--- config.mk ---
export PLATFORM = sky130hd
export DESIGN_NAME = xcc_credit_tx
export DESIGN_NICKNAME = d
export VERILOG_FILES = /design/src/rtl/xcc_pkg.sv /design/src/rtl/xcc_credit_cnt.sv /design/src/rtl/xcc_credit_tx.sv
export SDC_FILE = /design/constraint.sdc
export NUM_CORES = 1
export LEC_CHECK = 0
export ABC_AREA = 1
export CAP_MARGIN = 20
export CORE_MARGIN = 4
export CORE_UTILIZATION = 46
export CTS_BUF_LIST = sky130_fd_sc_hd__clkbuf_16
export DETAILED_ROUTE_END_ITERATION = 7
export PLACE_DENSITY = 0.89
export SYNTH_ARGS = -nofsm -noshare
export SYNTH_HDL_FRONTEND = slang
export SYNTH_HIERARCHICAL = 1
export SYNTH_SLANG_ARGS = --single-unit
--- constraint.sdc ---
create_clock -name clk -period 3.65 [get_ports clk]
set_input_delay 0.9125 -clock clk [delete_from_list [all_inputs] [get_ports clk]]
set_output_delay 0.9125 -clock clk [all_outputs]
set_load 0.01 [all_outputs]
--- src/rtl/xcc_pkg.sv ---
// Shared types and helpers for the XCC credit transmitter slice.
package xcc_pkg;

  typedef enum logic [1:0] {
    XCT_IDLE,
    XCT_RUN,
    XCT_DRAIN
  } xct_state_e;

  // The counter must hold every value 0..credits inclusive, so it needs one bit more than $clog2.
  function automatic int crd_width(input int credits);
    return $clog2(credits) + 1;
  endfunction

endpackage

--- src/rtl/xcc_credit_cnt.sv ---
// Saturating credit counter: starts full, counts down on send, up on return.
// A return while already full is dropped and latches a sticky error flag.
module xcc_credit_cnt
  import xcc_pkg::*;
#(
  parameter int CREDITS = 4,
  localparam int CW = crd_width(CREDITS)
) (
  input  logic          clk,
  input  logic          rst,
  input  logic          dec,
  input  logic          inc,
  output logic [CW-1:0] cnt,
  output logic          zero,
  output logic          full,
  output logic          err
);

  localparam logic [CW-1:0] MAX = CW'(CREDITS);

  assign zero = (cnt == '0);
  assign full = (cnt == MAX);

  // Credit count update; simultaneous dec and inc cancel out.
  always_ff @(posedge clk or posedge rst) begin
    if (rst) begin
      cnt <= MAX;
      err <= 1'b0;
    end else begin
      case ({dec, inc})
        2'b10: if (!zero) cnt <= cnt - 1'b1;
        2'b01: begin
          if (full) err <= 1'b1;
          else      cnt <= cnt + 1'b1;
        end
        default: ;
      endcase
    end
  end

endmodule

--- src/rtl/xcc_credit_tx.sv ---
// Credit-based transmitter feeding a remote XCC receive buffer of CREDITS entries.
// One register stage between the local source and the link; orderly drain support.
module xcc_credit_tx
  import xcc_pkg::*;
#(
  parameter int CREDITS = 4,
  parameter int DW      = 32,
  localparam int CW     = crd_width(CREDITS)
) (
  input  logic          clk,
  input  logic          rst,
  input  logic          en,
  input  logic          in_vld,
  input  logic [DW-1:0] in_data,
  output logic          in_rdy,
  output logic          out_vld,
  output logic [DW-1:0] out_data,
  input  logic          crd_rtn,
  output logic [CW-1:0] crd_cnt,
  input  logic          drain_req,
  output logic          drain_done,
  output logic          crd_err
);

  xct_state_e state, state_nxt;
  logic       xfer;
  logic       cnt_zero;
  logic       cnt_full;

  xcc_credit_cnt #(
    .CREDITS(CREDITS)
  ) u_cnt (
    .clk  (clk),
    .rst  (rst),
    .dec  (xfer),
    .inc  (crd_rtn),
    .cnt  (crd_cnt),
    .zero (cnt_zero),
    .full (cnt_full),
    .err  (crd_err)
  );

  // A drain request in the same cycle wins over the transfer.
  assign in_rdy     = (state == XCT_RUN) & ~drain_req & ~cnt_zero;
  assign xfer       = in_vld & in_rdy;
  assign drain_done = (state == XCT_DRAIN) & cnt_full & ~out_vld;

  // Next-state selection for IDLE/RUN/DRAIN.
  always_comb begin
    state_nxt = state;
    case (state)
      XCT_IDLE:  if (en)         state_nxt = XCT_RUN;
      XCT_RUN:   if (drain_req)  state_nxt = XCT_DRAIN;
      XCT_DRAIN: if (drain_done) state_nxt = XCT_IDLE;
      default:                   state_nxt = XCT_IDLE;
    endcase
  end

  // State register.
  always_ff @(posedge clk or posedge rst) begin
    if (rst) state <= XCT_IDLE;
    else     state <= state_nxt;
  end

  // Output register stage; data holds between pulses.
  always_ff @(posedge clk or posedge rst) begin
    if (rst) begin
      out_vld  <= 1'b0;
      out_data <= '0;
    end else begin
      out_vld <= xfer;
      if (xfer) out_data <= in_data;
    end
  end

endmodule
==> implementation parameters, run 1 <==
Parameter                              Value

Outcome
  Outcome ... complete, no violations

Synthesis
  Number of instances in the synthesized netlist ... 197
  Fraction of synthesized cell area taken by the top area cell type ... 50.9%
  Number of enable-type register cells in the synthesized netlist ... 0
  Top FF cell, synth ... sky130_fd_sc_hd__dfrtp_1
  Synthesized netlist net count ... 236
  Leading cell types by total area after synthesis ... sky130_fd_sc_hd__dfrtp_1, sky130_fd_sc_hd__nand2_2, sky130_fd_sc_hd__nand4_1
  Count of state elements after synthesis ... 39
  Proportion of synthesized chip area in sequential cells ... 52.3%
  Warnings from Yosys ... 6
  Post-synth top area cell ... sky130_fd_sc_hd__dfrtp_1
  Proportion of synthesized flip-flops having asynchronous set or reset ... 100%
  Average size of a mapped cell ... 9.49 um^2
  Post-synthesis instance area ... 1870 um^2
  Post-synthesis cell type count ... 22

Power and ir drop
  Lkg Pwr ... 0.00130 uW
  Peak VDD IR ... 0.463 mV
  Power Density ... 801 nW/um^2
  Overall Power ... 2210 uW

STA
  Worst-Margin Slew ... 661 ps
  Final TNS setup ... 0 ps
  FMAX ... 321 MHz
  Min cycle time layout ... 3110 ps
  Setup repair after global routing missed its margin ... false
  Worst Hold Margin ... 484 ps
  Hold Violations, Final ... 0
  Worst Clk Skew ... 7.73 ps
  Share of the clock period used by the worst path after layout ... 85.3%
  Pins Over Slew Limit ... 0
  Worst slew margin relative to its limit ... 55.9%
  Final count of negative-setup-slack endpoints ... 0

Routing
  Post-DR wirelength/cell ... 14.9 um
  Count of vias placed by the detailed router ... 1653
  Detailed Route WL ... 4780 um
  Detailed Routing Iterations Pass 1 ... 4
  Vias per std cell ... 5.15
  Initial detailed-routing violation count ... 83
  Number of nets still failing antenna checks after routing ... 0
  # DRC ... 0

Critical path
  Cell class contributing the biggest share of worst-path delay ... buffers and inverters
  Type of origin of the critical path ... input pin
  Cell with the biggest individual delay on the critical path ... sky130_fd_sc_hd__clkdlybuf4s50_1
  Crit. End Element ... output port
  Cell repeated most along the worst path ... sky130_fd_sc_hd__clkdlybuf4s50_1
  Crit path buffers/inverters ... 3
  Critical Path RT ... 2740 ps
  List of cells traversed by the critical path ... clkdlybuf4s50_1, nor2_4, inv_1, nor2_1, clkdlybuf4s50_1
  Category of the critical setup timing path ... input pin to output port
  Worst Path Max Fanout ... 2
  Crit path largest cell delay ... 540 ps
  Reg-to-reg slack, setup ... 1110 ps
  Crit path arrival time ... 2200 ps

Clock network
  Total of cells resized after clock tree synthesis ... 0
  Hold buffers post-CTS ... 0
  Clock transition at path regs ... 60 ps
  Cell chosen for the clock root ... sky130_fd_sc_hd__clkbuf_16
  Number of H-tree levels ... 2
  Post-CTS setup buffers ... 0
  Maximum buffer depth of the clock tree ... 2
  Insertion delay of the later-clocked pin in the worst-skew pair ... 280 ps
  TritonCTS buffer count ... 5
  TritonCTS clock tree ... built
  Sinks on Clock Net ... 39

Run
  Max-capacitance violation count ... 0

Cells and area
  Net count of the finished layout ... 311
  Area Overhead vs Synth ... 47.8%
  Area occupied by multi-input gates ... 728 um^2
  Count of fill cells added during filler insertion ... 304
  Share of cells above drive strength 1 ... 20.9%
  Antenna diode count ... 0
  Sequential cell area in the final layout ... 977 um^2
  Final instance area ... 2760 um^2

Floorplanning
  Starting density of the core ... 49.2%
  Die Wd ... 71.7 um
  Die Outline Area ... 5150 um^2
  I/O pin total ... 77
  Number of rows created at floorplan ... 22
  Die Ht ... 71.7 um
  Core Box Area ... 3800 um^2

Place
  DPL Wire Length ... 3370 um
  Placer Congestion ... 0.798
  Count of buffers inserted at the top-level ports ... 76
  Cell area reported after detailed placement ... 2630 um^2

GRT
  Met2 Resource Use GR ... 32.0%
  Via count of the first global-routing pass ... 1662
  Global routing usage on met1 ... 25.2%
  Global-route track usage on met3 ... 6.03%
  Aggregate global-route resource usage ... 19.8%
  Layer with the highest usage ... met2
  Pin count of the biggest net entering global routing ... 34
  Global-route wire length before repair ... 7850 um
  Number of antenna violations at the first check in global routing ... 0
  GRT Residual Overflow ... 0

Hold path
  Class of the worst hold path ... register to register
## power breakdown
| part | switching, uW | leakage, uW | internal (uW) |
|---|---|---|---|
| Combinational | 489 | 0.000743 | 522 |
| Clock | 161 | 0.0000724 | 247 |
| Sequential | 161 | 0.000484 | 633 |
## metal layers
layer	up-vias	wire, um
met5	-	0
met4	0	57
met3	7	331
met2	51	2390
met1	797	2000
li1	798	-
## cells in the mapped netlist (2+ instances only)
cell type and number:
sky130_fd_sc_hd__inv_1 10, sky130_fd_sc_hd__nand4_1 32, sky130_fd_sc_hd__buf_2 7, sky130_fd_sc_hd__nand2_2 34, sky130_fd_sc_hd__buf_6 6, sky130_fd_sc_hd__nor2_1 2
sky130_fd_sc_hd__nand2_1 46, sky130_fd_sc_hd__nand3_1 4, sky130_fd_sc_hd__dfrtp_1 38, sky130_fd_sc_hd__inv_2 5, sky130_fd_sc_hd__nor2_4 2
## worst min-delay path, delay by kind of cell, from the launching register on
kind | cells | cell delay (ps)
AND/OR/NAND/NOR | 2 | 100
flip-flops | 1 | 380
## path summary, 6_finish.rpt
path,end,cells after the start,startpoint
max,in_rdy,5,drain_req
min,u_cnt/cnt[2],2,u_cnt/cnt[2]
max reg2reg,u_cnt/cnt[2],15,u_cnt/cnt[1]
min reg2reg,u_cnt/cnt[2],2,u_cnt/cnt[2]
max in group asynchronous,out_data[9],3,rst
min in group asynchronous,u_cnt/err,2,rst
## state kept, by name (all words and copies together), names as in the netlist
signal     count
out_data      32
out_vld        1
state          2
u_cnt/cnt      3
u_cnt/err      1
## cell type report
type / instances / area share, %
multi-input combinational: 129 / 26.4
clock buffer: 5 / 4.53
inverter: 16 / 2.22
tap: 48 / 2.17
sequential: 39 / 35.4
timing repair buffer: 81 / 28.9
clock inverter: 3 / 0.453
## stage by stage
stage	std cells	util [%]	setup slack (ps)
3_5_place_dp	313	69.1	527
4_1_cts	321	72.7	521
2_1_floorplan	197	-	1290
3_3_place_gp	313	69.1	571
6_report	321	72.7	537
5_1_grt	321	72.7	435
## layout by cell type, fill, tap and decap left out
cell type and instances:
sky130_fd_sc_hd__clkbuf_16 5, sky130_fd_sc_hd__fa_1 1, sky130_fd_sc_hd__nand4_1 32, sky130_fd_sc_hd__nor2_1 2, sky130_fd_sc_hd__dfrtp_1 38, sky130_fd_sc_hd__clkinv_1 1, sky130_fd_sc_hd__o211ai_1 1, sky130_fd_sc_hd__clkdlybuf4s50_1 76
sky130_fd_sc_hd__nand2_1 46, sky130_fd_sc_hd__o21bai_1 1, sky130_fd_sc_hd__inv_2 5, sky130_fd_sc_hd__buf_4 5, sky130_fd_sc_hd__inv_1 11, sky130_fd_sc_hd__nor4_1 1, sky130_fd_sc_hd__dfstp_2 1, sky130_fd_sc_hd__clkinv_2 2
sky130_fd_sc_hd__nand3_1 4, sky130_fd_sc_hd__nor2_2 1, sky130_fd_sc_hd__nand2_4 1, sky130_fd_sc_hd__nor2_4 2, sky130_fd_sc_hd__nand2_2 34, sky130_fd_sc_hd__o21ai_0 1, sky130_fd_sc_hd__nand3b_1 1, sky130_fd_sc_hd__nand4_4 1
## cells by family (layout without fill, tap and decap cells)
family	after synthesis	after routing	synth area share [%]
AO/OA/AOI/OAI	3	3	1.07
adder cells (fa/ha/maj)	1	1	1.07
buffers and inverters	29	105	8.77
flip-flops	39	39	52.3
AND/OR/NAND/NOR	125	125	36.8
No activity file was read; power rests on OpenSTA's default activity.
==> inputs of run 2 (changes only) <==
--- a/config.mk
+++ b/config.mk
@@ -12,6 +12,7 @@
 export CTS_BUF_LIST = sky130_fd_sc_hd__clkbuf_16
 export DETAILED_ROUTE_END_ITERATION = 7
 export PLACE_DENSITY = 0.89
+export RECOVER_POWER = 50
 export SYNTH_ARGS = -nofsm -noshare
 export SYNTH_HDL_FRONTEND = slang
 export SYNTH_HIERARCHICAL = 1
==> implementation parameters, run 2 (same netlist as run 1, synthesis figures left out) <==
Parameter                              Value

Outcome
  Outcome ... complete, no violations

Cells and area
  Most frequent cells in the layout ... sky130_fd_sc_hd__clkdlybuf4s50_1, sky130_fd_sc_hd__nand2_1, sky130_fd_sc_hd__dfrtp_1
  Count of fill cells added during filler insertion ... 308 (+1.3%)
  Max reg flops ... 32 (unchanged)
  Area occupied by multi-input gates ... 713 um^2 (-2.1%)
  Biggest register ... out_data
  Area Overhead vs Synth ... 46.6%
  Most common cell after layout, fill and taps aside ... sky130_fd_sc_hd__clkdlybuf4s50_1
  Sequential cell area in the final layout ... 977 um^2 (unchanged)
  Share of cells above drive strength 1 ... 19.4% (-1.5 points)
  Largest regs ... out_data x32, u_cnt/cnt x3, state x2
  Antenna diode count ... 0 (unchanged)
  Net count of the finished layout ... 311 (unchanged)

Hold path
  Class of the worst hold path ... register to register

Routing
  Initial detailed-routing violation count ... 74 (-11%)
  Detailed Routing Iterations Pass 1 ... 4 (unchanged)
  Number of nets still failing antenna checks after routing ... 0 (unchanged)
  Post-DR wirelength/cell ... 14.9 um (+0.21%)
  Count of vias placed by the detailed router ... 1654 (+0.060%)
  Vias per std cell ... 5.15 (about the same)
  # DRC ... 0 (unchanged)
  Detailed Route WL ... 4790 um (+0.21%)

Floorplanning
  Die Wd ... 71.7 um (unchanged)
  Die Ht ... 71.7 um (unchanged)
  Core Box Area ... 3800 um^2 (unchanged)
  Die Outline Area ... 5150 um^2 (unchanged)
  Number of rows created at floorplan ... 22 (unchanged)
  I/O pin total ... 77 (unchanged)
  Starting density of the core ... 49.2% (unchanged)

Place
  Count of buffers inserted at the top-level ports ... 76 (unchanged)
  DPL Wire Length ... 3370 um (unchanged)
  Placer Congestion ... 0.798 (unchanged)
  Worst-case setup slack after placement ... 527 ps (unchanged)

Clock network
  Sinks on Clock Net ... 39 (unchanged)
  Cell chosen for the clock root ... sky130_fd_sc_hd__clkbuf_16
  Number of H-tree levels ... 2 (unchanged)
  TritonCTS buffer count ... 5 (unchanged)
  Insertion delay of the later-clocked pin in the worst-skew pair ... 280 ps (about the same)
  Post-CTS setup buffers ... 0 (unchanged)
  Hold buffers post-CTS ... 0 (unchanged)
  Clock transition at path regs ... 60 ps (about the same)
  Maximum buffer depth of the clock tree ... 2 (unchanged)
  Total of cells resized after clock tree synthesis ... 0 (unchanged)
  TritonCTS clock tree ... built

Power and ir drop
  Power dissipated by switching net loads ... 801 uW (-1.2%)
  Clock network fraction of total power ... 18.8% (+0.4 points)
  Power Density ... 793 nW/um^2 (-1.1%)
  Part of the power in combinational logic ... 44.8% (-0.9 points)
  Part of the power in registers ... 36.4% (+0.5 points)
  Lkg Pwr ... 0.00131 uW (+1.0%)
  Sw Share ... 36.9% (+0.24 points)
  Peak VDD IR ... 0.444 mV (-4.2%)
  Cell-internal power ... 1370 uW (-2.2%)

Run
  Max-capacitance violation count ... 0 (unchanged)

Critical path
  Crit. End Element ... output port
  Crit path arrival time ... 2300 ps (+100 ps)
  Category of the critical setup timing path ... input pin to output port
  Critical Path RT ... 2740 ps (about the same)
  Worst Path Max Fanout ... 2 (unchanged)
  Type of origin of the critical path ... input pin

GRT
  Pin count of the biggest net entering global routing ... 34 (unchanged)
  Number of antenna violations at the first check in global routing ... 0 (unchanged)
  Global-route wire length before repair ... 7850 um (unchanged)
  Aggregate global-route resource usage ... 19.8% (unchanged)
  Via count of the first global-routing pass ... 1662 (unchanged)
  GRT Residual Overflow ... 0 (unchanged)

STA
  Worst slew margin relative to its limit ... 43.4% (-12 points)
  Min cycle time layout ... 3210 ps (+100 ps)
  Final TNS setup ... 0 ps (unchanged)
  Setup repair after global routing missed its margin ... false
  Worst-Margin Slew ... 848 ps (+188 ps)
  Share of the clock period used by the worst path after layout ... 88.0% (+2.7 points)
  Worst Hold Margin ... 484 ps (+0.00600 ps)
  Post-route setup slack ... 436 ps (-100 ps)
  Worst Clk Skew ... 7.10 ps (-0.628 ps)
  Hold Violations, Final ... 0 (unchanged)
  Pins Over Slew Limit ... 0 (unchanged)
  FMAX ... 311 MHz (-3.1%)
  Final count of negative-setup-slack endpoints ... 0 (unchanged)
## run 2: cell types whose count changed in the layout (fill, tap and decap cells not counted)
cell / change
sky130_fd_sc_hd__clkbuf_1: +2
sky130_fd_sc_hd__nand4_4: -1
sky130_fd_sc_hd__nand4_1: +1
sky130_fd_sc_hd__buf_4: -2
sky130_fd_sc_hd__inv_1: +1
sky130_fd_sc_hd__clkdlybuf4s50_1: -17
sky130_fd_sc_hd__inv_2: -1
sky130_fd_sc_hd__dlygate4sd3_1: +17
## run 2: layout make-up
class / count / area share (%)
flip-flops and latches: 39 / 35.7
repair buffers: 81 / 28.9
clock inverters: 3 / 0.457
inverters: 16 / 2.24
multi-input cells: 129 / 26.0
well taps: 48 / 2.19
clock buffers: 5 / 4.57
## run 2: worst max-delay path, stage by stage
cell	delay, ps
sky130_fd_sc_hd__dlygate4sd3_1	590
sky130_fd_sc_hd__nor2_4	120
sky130_fd_sc_hd__inv_1	60
sky130_fd_sc_hd__nor2_1	90
sky130_fd_sc_hd__clkdlybuf4s50_1	540
## run 2: routing by layer
metal	global-route usage [%]	part of all wire [%]	vias up
li1	-	-	798
met3	6.03	7.0	7
met5	0	0	-
met1	25.2	43	798
met2	32.0	49	51
met4	6.89	1.2	0
## run 2: metrics by stage
step,cells,total power [uW],area (um^2),utilization [%]
floorplan,197,1310,1870,-
global route,321,2310,2740,72.1
CTS,321,2240,2760,72.7
global placement,313,1780,2630,69.1
finish,321,2170,2740,72.1
detailed placement,313,1810,2630,69.1
## run 2: power by group through the flow
stage / sequential (uW) / combinational, uW / clock (uW)
after detailed placement: 795 / 1020 / 0
after floorplan: 866 / 445 / 0
after global placement: 789 / 990 / 0
final: 791 / 974 / 407
after global routing: 823 / 1060 / 428
after CTS: 797 / 1020 / 413
## run 2: worst paths after layout
path                         startpoint           end  slack [ps]  depth (start not counted)
min in group asynchronous           rst     u_cnt/err         970                          2
max reg2reg                u_cnt/cnt[1]  u_cnt/cnt[2]        1070                         15
max                           drain_req        in_rdy         440                          5
min                        u_cnt/cnt[2]  u_cnt/cnt[2]         480                          2
max in group asynchronous           rst   out_data[9]        1270                          3
min reg2reg                u_cnt/cnt[2]  u_cnt/cnt[2]         480                          2
==> inputs of run 3 (changes only) <==
--- a/config.mk
+++ b/config.mk
@@ -13,6 +13,7 @@
 export DETAILED_ROUTE_END_ITERATION = 7
 export PLACE_DENSITY = 0.89
 export RECOVER_POWER = 50
+export SLEW_MARGIN = 25
 export SYNTH_ARGS = -nofsm -noshare
 export SYNTH_HDL_FRONTEND = slang
 export SYNTH_HIERARCHICAL = 1
==> results of run 3 <==
Same layout as run 2: the final DEF is identical, and so are final timing and power.
